==> config.mk <==
export PLATFORM = sky130hd
export DESIGN_NAME = prv32_ex_mem_stage
export DESIGN_NICKNAME = d
export VERILOG_FILES = /design/src/rtl/prv32_ex_mem_stage.sv
export SDC_FILE = /design/constraint.sdc
export NUM_CORES = 1
export LEC_CHECK = 0
export ABC_AREA = 1
export BUFFER_PORTS_ARGS = -buffer_cell sky130_fd_sc_hd__buf_2
export CAP_MARGIN = 15
export CORE_ASPECT_RATIO = 0.7
export CORE_UTILIZATION = 53
export DETAILED_ROUTE_END_ITERATION = 7
export PLACE_DENSITY = 0.84
export SETUP_SLACK_MARGIN = 0.05
export SYNTH_ARGS = -nofsm -noshare
export SYNTH_HDL_FRONTEND = slang
export SYNTH_SLANG_ARGS = --single-unit
==> constraint.sdc <==
create_clock -name clk -period 3.1 [get_ports clk]
set_input_delay 0.155 -clock clk [delete_from_list [all_inputs] [get_ports clk]]
set_output_delay 0.155 -clock clk [all_outputs]
set_load 0.005 [all_outputs]
==> src/rtl/prv32_ex_mem_stage.sv <==
// EX/MEM pipeline register for the prv32 core: resolves branches, drives a one-cycle
// redirect, squashes the single wrong-path instruction behind it, and keeps branch statistics.
module prv32_ex_mem_stage #(
  parameter int CNT_W = 32
) (
  input  logic             clk,
  input  logic             rst,
  input  logic             in_valid,
  input  logic             stall,
  input  logic             flush,
  input  logic [31:0]      alu_r,
  input  logic             cf,
  input  logic             zf,
  input  logic             vf,
  input  logic             sf,
  input  logic [31:0]      target,
  input  logic [31:0]      pc_plus4,
  input  logic [31:0]      rs2_data,
  input  logic [4:0]       rd,
  input  logic             is_branch,
  input  logic             is_jump,
  input  logic [2:0]       funct3,
  input  logic             reg_write,
  input  logic             mem_read,
  input  logic             mem_write,
  input  logic             mem_to_reg,
  output logic             out_valid,
  output logic [31:0]      out_alu_r,
  output logic [31:0]      out_rs2_data,
  output logic [31:0]      out_pc_plus4,
  output logic [4:0]       out_rd,
  output logic             out_reg_write,
  output logic             out_mem_read,
  output logic             out_mem_write,
  output logic             out_mem_to_reg,
  output logic             redirect,
  output logic [31:0]      redirect_pc,
  output logic             taken,
  output logic [CNT_W-1:0] br_count,
  output logic [CNT_W-1:0] taken_count
);

  logic             cond;
  logic             live;
  logic             take;

  logic             valid_q,      valid_d;
  logic [31:0]      alu_r_q,      alu_r_d;
  logic [31:0]      rs2_data_q,   rs2_data_d;
  logic [31:0]      pc_plus4_q,   pc_plus4_d;
  logic [4:0]       rd_q,         rd_d;
  logic             reg_write_q,  reg_write_d;
  logic             mem_read_q,   mem_read_d;
  logic             mem_write_q,  mem_write_d;
  logic             mem_to_reg_q, mem_to_reg_d;
  logic             redirect_q,   redirect_d;
  logic [31:0]      redirect_pc_q, redirect_pc_d;
  logic             taken_q,      taken_d;
  logic             squash_q,     squash_d;
  logic [CNT_W-1:0] br_count_q,   br_count_d;
  logic [CNT_W-1:0] taken_cnt_q,  taken_cnt_d;

  // Branch condition from the a-b flags: cf=1 means no borrow, i.e. a >= b unsigned.
  always_comb begin
    cond = 1'b0;
    case (funct3)
      3'b000:  cond = zf;
      3'b001:  cond = ~zf;
      3'b100:  cond = sf ^ vf;
      3'b101:  cond = ~(sf ^ vf);
      3'b110:  cond = ~cf;
      3'b111:  cond = cf;
      default: cond = 1'b0;
    endcase
  end

  assign live = in_valid & ~squash_q;
  assign take = live & (is_jump | (is_branch & cond));

  // Flush beats stall beats a normal load; reset is handled in the register block.
  always_comb begin
    valid_d       = valid_q;
    alu_r_d       = alu_r_q;
    rs2_data_d    = rs2_data_q;
    pc_plus4_d    = pc_plus4_q;
    rd_d          = rd_q;
    reg_write_d   = reg_write_q;
    mem_read_d    = mem_read_q;
    mem_write_d   = mem_write_q;
    mem_to_reg_d  = mem_to_reg_q;
    redirect_d    = redirect_q;
    redirect_pc_d = redirect_pc_q;
    taken_d       = taken_q;
    squash_d      = squash_q;
    br_count_d    = br_count_q;
    taken_cnt_d   = taken_cnt_q;
    if (flush) begin
      valid_d      = 1'b0;
      reg_write_d  = 1'b0;
      mem_read_d   = 1'b0;
      mem_write_d  = 1'b0;
      mem_to_reg_d = 1'b0;
      redirect_d   = 1'b0;
      taken_d      = 1'b0;
      squash_d     = 1'b0;
    end else if (stall) begin
      redirect_d = 1'b0;
    end else begin
      valid_d      = live;
      alu_r_d      = alu_r;
      rs2_data_d   = rs2_data;
      pc_plus4_d   = pc_plus4;
      rd_d         = rd;
      reg_write_d  = reg_write & live;
      mem_read_d   = mem_read & live;
      mem_write_d  = mem_write & live;
      mem_to_reg_d = mem_to_reg & live;
      redirect_d   = take;
      taken_d      = take;
      squash_d     = take;
      if (take) redirect_pc_d = target;
      if (live & is_branch) br_count_d = br_count_q + CNT_W'(1);
      if (live & is_branch & cond) taken_cnt_d = taken_cnt_q + CNT_W'(1);
    end
  end

  always_ff @(posedge clk) begin
    if (rst) begin
      valid_q       <= 1'b0;
      alu_r_q       <= '0;
      rs2_data_q    <= '0;
      pc_plus4_q    <= '0;
      rd_q          <= '0;
      reg_write_q   <= 1'b0;
      mem_read_q    <= 1'b0;
      mem_write_q   <= 1'b0;
      mem_to_reg_q  <= 1'b0;
      redirect_q    <= 1'b0;
      redirect_pc_q <= '0;
      taken_q       <= 1'b0;
      squash_q      <= 1'b0;
      br_count_q    <= '0;
      taken_cnt_q   <= '0;
    end else begin
      valid_q       <= valid_d;
      alu_r_q       <= alu_r_d;
      rs2_data_q    <= rs2_data_d;
      pc_plus4_q    <= pc_plus4_d;
      rd_q          <= rd_d;
      reg_write_q   <= reg_write_d;
      mem_read_q    <= mem_read_d;
      mem_write_q   <= mem_write_d;
      mem_to_reg_q  <= mem_to_reg_d;
      redirect_q    <= redirect_d;
      redirect_pc_q <= redirect_pc_d;
      taken_q       <= taken_d;
      squash_q      <= squash_d;
      br_count_q    <= br_count_d;
      taken_cnt_q   <= taken_cnt_d;
    end
  end

  assign out_valid      = valid_q;
  assign out_alu_r      = alu_r_q;
  assign out_rs2_data   = rs2_data_q;
  assign out_pc_plus4   = pc_plus4_q;
  assign out_rd         = rd_q;
  assign out_reg_write  = reg_write_q;
  assign out_mem_read   = mem_read_q;
  assign out_mem_write  = mem_write_q;
  assign out_mem_to_reg = mem_to_reg_q;
  assign redirect       = redirect_q;
  assign redirect_pc    = redirect_pc_q;
  assign taken          = taken_q;
  assign br_count       = br_count_q;
  assign taken_count    = taken_cnt_q;

endmodule

==> results.py <==
metrics = {
    "placement": {
        "dpl_worst_slack_ps": 669.8,
        "portBuffers": 354,
        "place.gp.congestion": 0.9600,
        "place_hpwl_mm": 19.80,
    },
    "yosys": {
        "synthAdderAreaFrac": 0.002788,
        "syn-cell-area_um2": 8976,
        "yosysTopAreaCell": "dfxtp_1",
        "synthMuxAreaShare": 0,
        "syn-instance-count": 1365,
        "synth_top_family_by_area": "simple AND/OR/NAND/NOR gates",
        "avgSynthCellArea_um2": 6.576,
        "ys_warn_count": 0,
        "synth_top_area_share": 0.4550,
        "synth_seq_cells": 204,
        "yosysUniqueCellTypes": 30,
        "synth_compound_area_frac": 0.09869,
        "synthSimpleGateAreaFrac": 0.3553,
        "synth_xor_area_frac": 0.01659,
        "seq_area_frac_synth": 0.4550,
        "synth_area_leaders": "dfxtp_1 45%, nor2_1 16%, nand2_1 15%",
        "synth_fp_nets": 1518,
    },
    "detailed_routing": {
        "avgViaCountPerCell": 5.405,
        "routed_wl_mm": 34.60,
        "dr.first_iter.drc_count": 1343,
        "dr.pass1.iters": 6,
        "wl_per_cell_um": 16.69,
        "drc": 0,
        "postRouteAntennaNets": 0,
        "routed-via-count": 11200,
    },
    "worst_setup_path": {
        "crit_required_ps": 3490,
        "timing.rr.start": "squash_q",
        "cp-startpoint": "stall",
        "crit_path_end": "redirect_pc[28]",
        "r2r_end": "taken_count[7]",
        "worstRegToRegCells": 10,
        "startpoint_type": "input port",
        "crit_type": "input port to register",
        "path_max_fanout": 102,
        "ff2ff_setup_slack_ps": 730,
        "crit_arrival_ps": 2960,
        "end_kind": "register",
    },
    "clocking": {
        "ctsHoldBuffers": 142,
        "cts_tree": "built",
        "cts_root_buf": "clkbuf_16",
        "cts_buffer_depth": 3,
        "cts-htree-levels": 1,
        "numCtsBuffers": 20,
        "post_cts_resized": 0,
        "clock-sinks": 204,
        "post_cts_buffers": 0,
        "clk_latency_ps": 500,
        "cts.reportedPaths.clkPinSlew_ps": 70,
    },
    "cells_and_area": {
        "multi_input_area_um2": 4252,
        "nNetsFinal": 1984,
        "final_layout_size_suffix_gt1_frac": 0.2180,
        "seqCellArea_um2": 4084,
        "area_growth_pct": 43.91,
        "fillerInstances": 1088,
    },
    "sta": {
        "post-route-period-util": 0.8278,
        "worstMarginPinSlew_ps": 1136,
        "fin_setup_tns_ps": 0,
        "period_needed_ps": 2566,
        "rsz0062_at_grt": "false",
        "finalHoldViolations": 0,
        "setup_viol": 0,
        "final.setup.worst_slack_ps": 533.9,
        "slew_viol_final": 0,
        "skew_ps": 10.69,
        "fmax_mhz": 389.7,
        "relSlewSlack": 0.2424,
    },
    "pwr": {
        "ir_drop_uv": 428.3,
        "leakagePower_nw": 6.159,
        "power_density_nw_per_um2": 468.4,
    },
    "die": {
        "coreArea_um2": 16440,
        "io_pins": 355,
        "initial_core_util": 0.5458,
        "die_w_um": 157.5,
        "die_y_um": 110.9,
        "die_area_um2": 17470,
        "fp-row-count": 39,
    },
    "run_status": {
        "outcome": "complete, no violations",
    },
    "grt": {
        "antenna_found_initial": 4,
        "grt_usage": 0.3901,
        "grt_overflow": 0,
        "grt_pass1_wl_mm": 53.39,
        "grt_start_max_net_pins": 103,
        "grt_pass1_vias": 10520,
    },
    "min_path": {
        "min-delay-path-class": "input port to register",
    },
    "flow_run": {
        "drv_cap": 0,
    },
}
## area by class of cell
class | count | share of cell area
well taps | 225 | 0.02179
clock inverters | 7 | 0.007749
repair buffers | 503 | 0.2532
inverters | 95 | 0.02780
multi-input cells | 1007 | 0.3291
diodes | 4 | 0.0007749
flip-flops and latches | 204 | 0.3162
clock buffers | 28 | 0.04339
## placed cells by master (no fill, tap or decap), types with 2 or more instances in the layout
| cell type | count |
|---|---|
| nand2_2 | 2 |
| clkinv_2 | 5 |
| a21oi_1 | 56 |
| nand3b_1 | 2 |
| xor2_1 | 11 |
| inv_1 | 92 |
| nand3_1 | 44 |
| nor2_8 | 2 |
| o21bai_1 | 2 |
| bufinv_16 | 2 |
| dfxtp_1 | 204 |
| ha_1 | 2 |
| clkbuf_16 | 20 |
| o21ai_0 | 115 |
| nand4_1 | 5 |
| dlygate4sd3_1 | 142 |
| buf_4 | 5 |
| nor2_1 | 393 |
| xnor2_1 | 6 |
| buf_12 | 2 |
| diode_2 | 4 |
| nor3_1 | 2 |
| nand2_1 | 357 |
| clkbuf_1 | 5 |
| clkbuf_8 | 3 |
| buf_2 | 354 |
## cell usage after synthesis (all sizes together)
library cell,number
nand3b,2
clkbuf,38
o31ai,1
nor3,2
nand3,44
nor2,397
o21ai,115
buf,21
a21oi,56
o21a,1
nand2,360
xor2,11
inv,94
and3,1
o21bai,2
dfxtp,204
clkinv,1
xnor2,6
or2,1
nor4,1
nand4,5
ha,2
## per-stage QoR
step / power [W] / instances / util / instance area (um2) / hold WS [ps]
6_report: 0.006050 / 2073 / 0.7855 / 12920 / 63.92
3_5_place_dp: 0.003357 / 1892 / 0.6583 / 10830 / 381.8
5_1_grt: 0.006218 / 2073 / 0.7855 / 12920 / 84.95
3_3_place_gp: 0.003342 / 1892 / 0.6583 / 10830 / 374.4
4_1_cts: 0.005960 / 2069 / 0.7849 / 12910 / 48.66
2_1_floorplan: 0.003088 / 1365 / - / 8976 / 289.9
## critical path, cell delays in order
cell	delay, ps
dlygate4sd3_1	540
buf_2	190
nor2_4	150
buf_4	680
nand3_1	220
nand2_2	520
buf_12	260
nand2_1	80
nand2_1	80
nor2_1	50
## worst min path at each step
| stage | startpoint | depth (start not counted) | endpoint |
|---|---|---|---|
| finish | flush | 3 | out_valid |
| global route | flush | 3 | out_valid |
| CTS | flush | 3 | out_valid |
| detailed placement | alu_r[0] | 3 | out_alu_r[0] |
| global placement | pc_plus4[10] | 3 | out_pc_plus4[10] |
| floorplan | alu_r[0] | 2 | out_alu_r[0] |
## metal layers
metal,vias up,wire length (um),global-route usage
met4,0,2666,0.2796
met5,-,0,0
met3,215,3848,0.09695
met2,809,15340,0.6038
met1,5023,12750,0.4710
li1,5157,-,-
## report_power, final
part           total (W)  switching, W  internal (W)
sequential       0.00280     0.0000663       0.00273
clock            0.00254       0.00110       0.00144
combinational   0.000714      0.000375      0.000339
total            0.00605       0.00154       0.00451
## kinds of logic after synthesis
family	after synthesis
xor gates and xnor gates	17
DFF	204
and+or+nand+nor	813
AOI/OAI and AO/OA	175
buffers and inverters	154
adders and majority gates	2
Note: power is estimated with default switching activity, not from simulation.
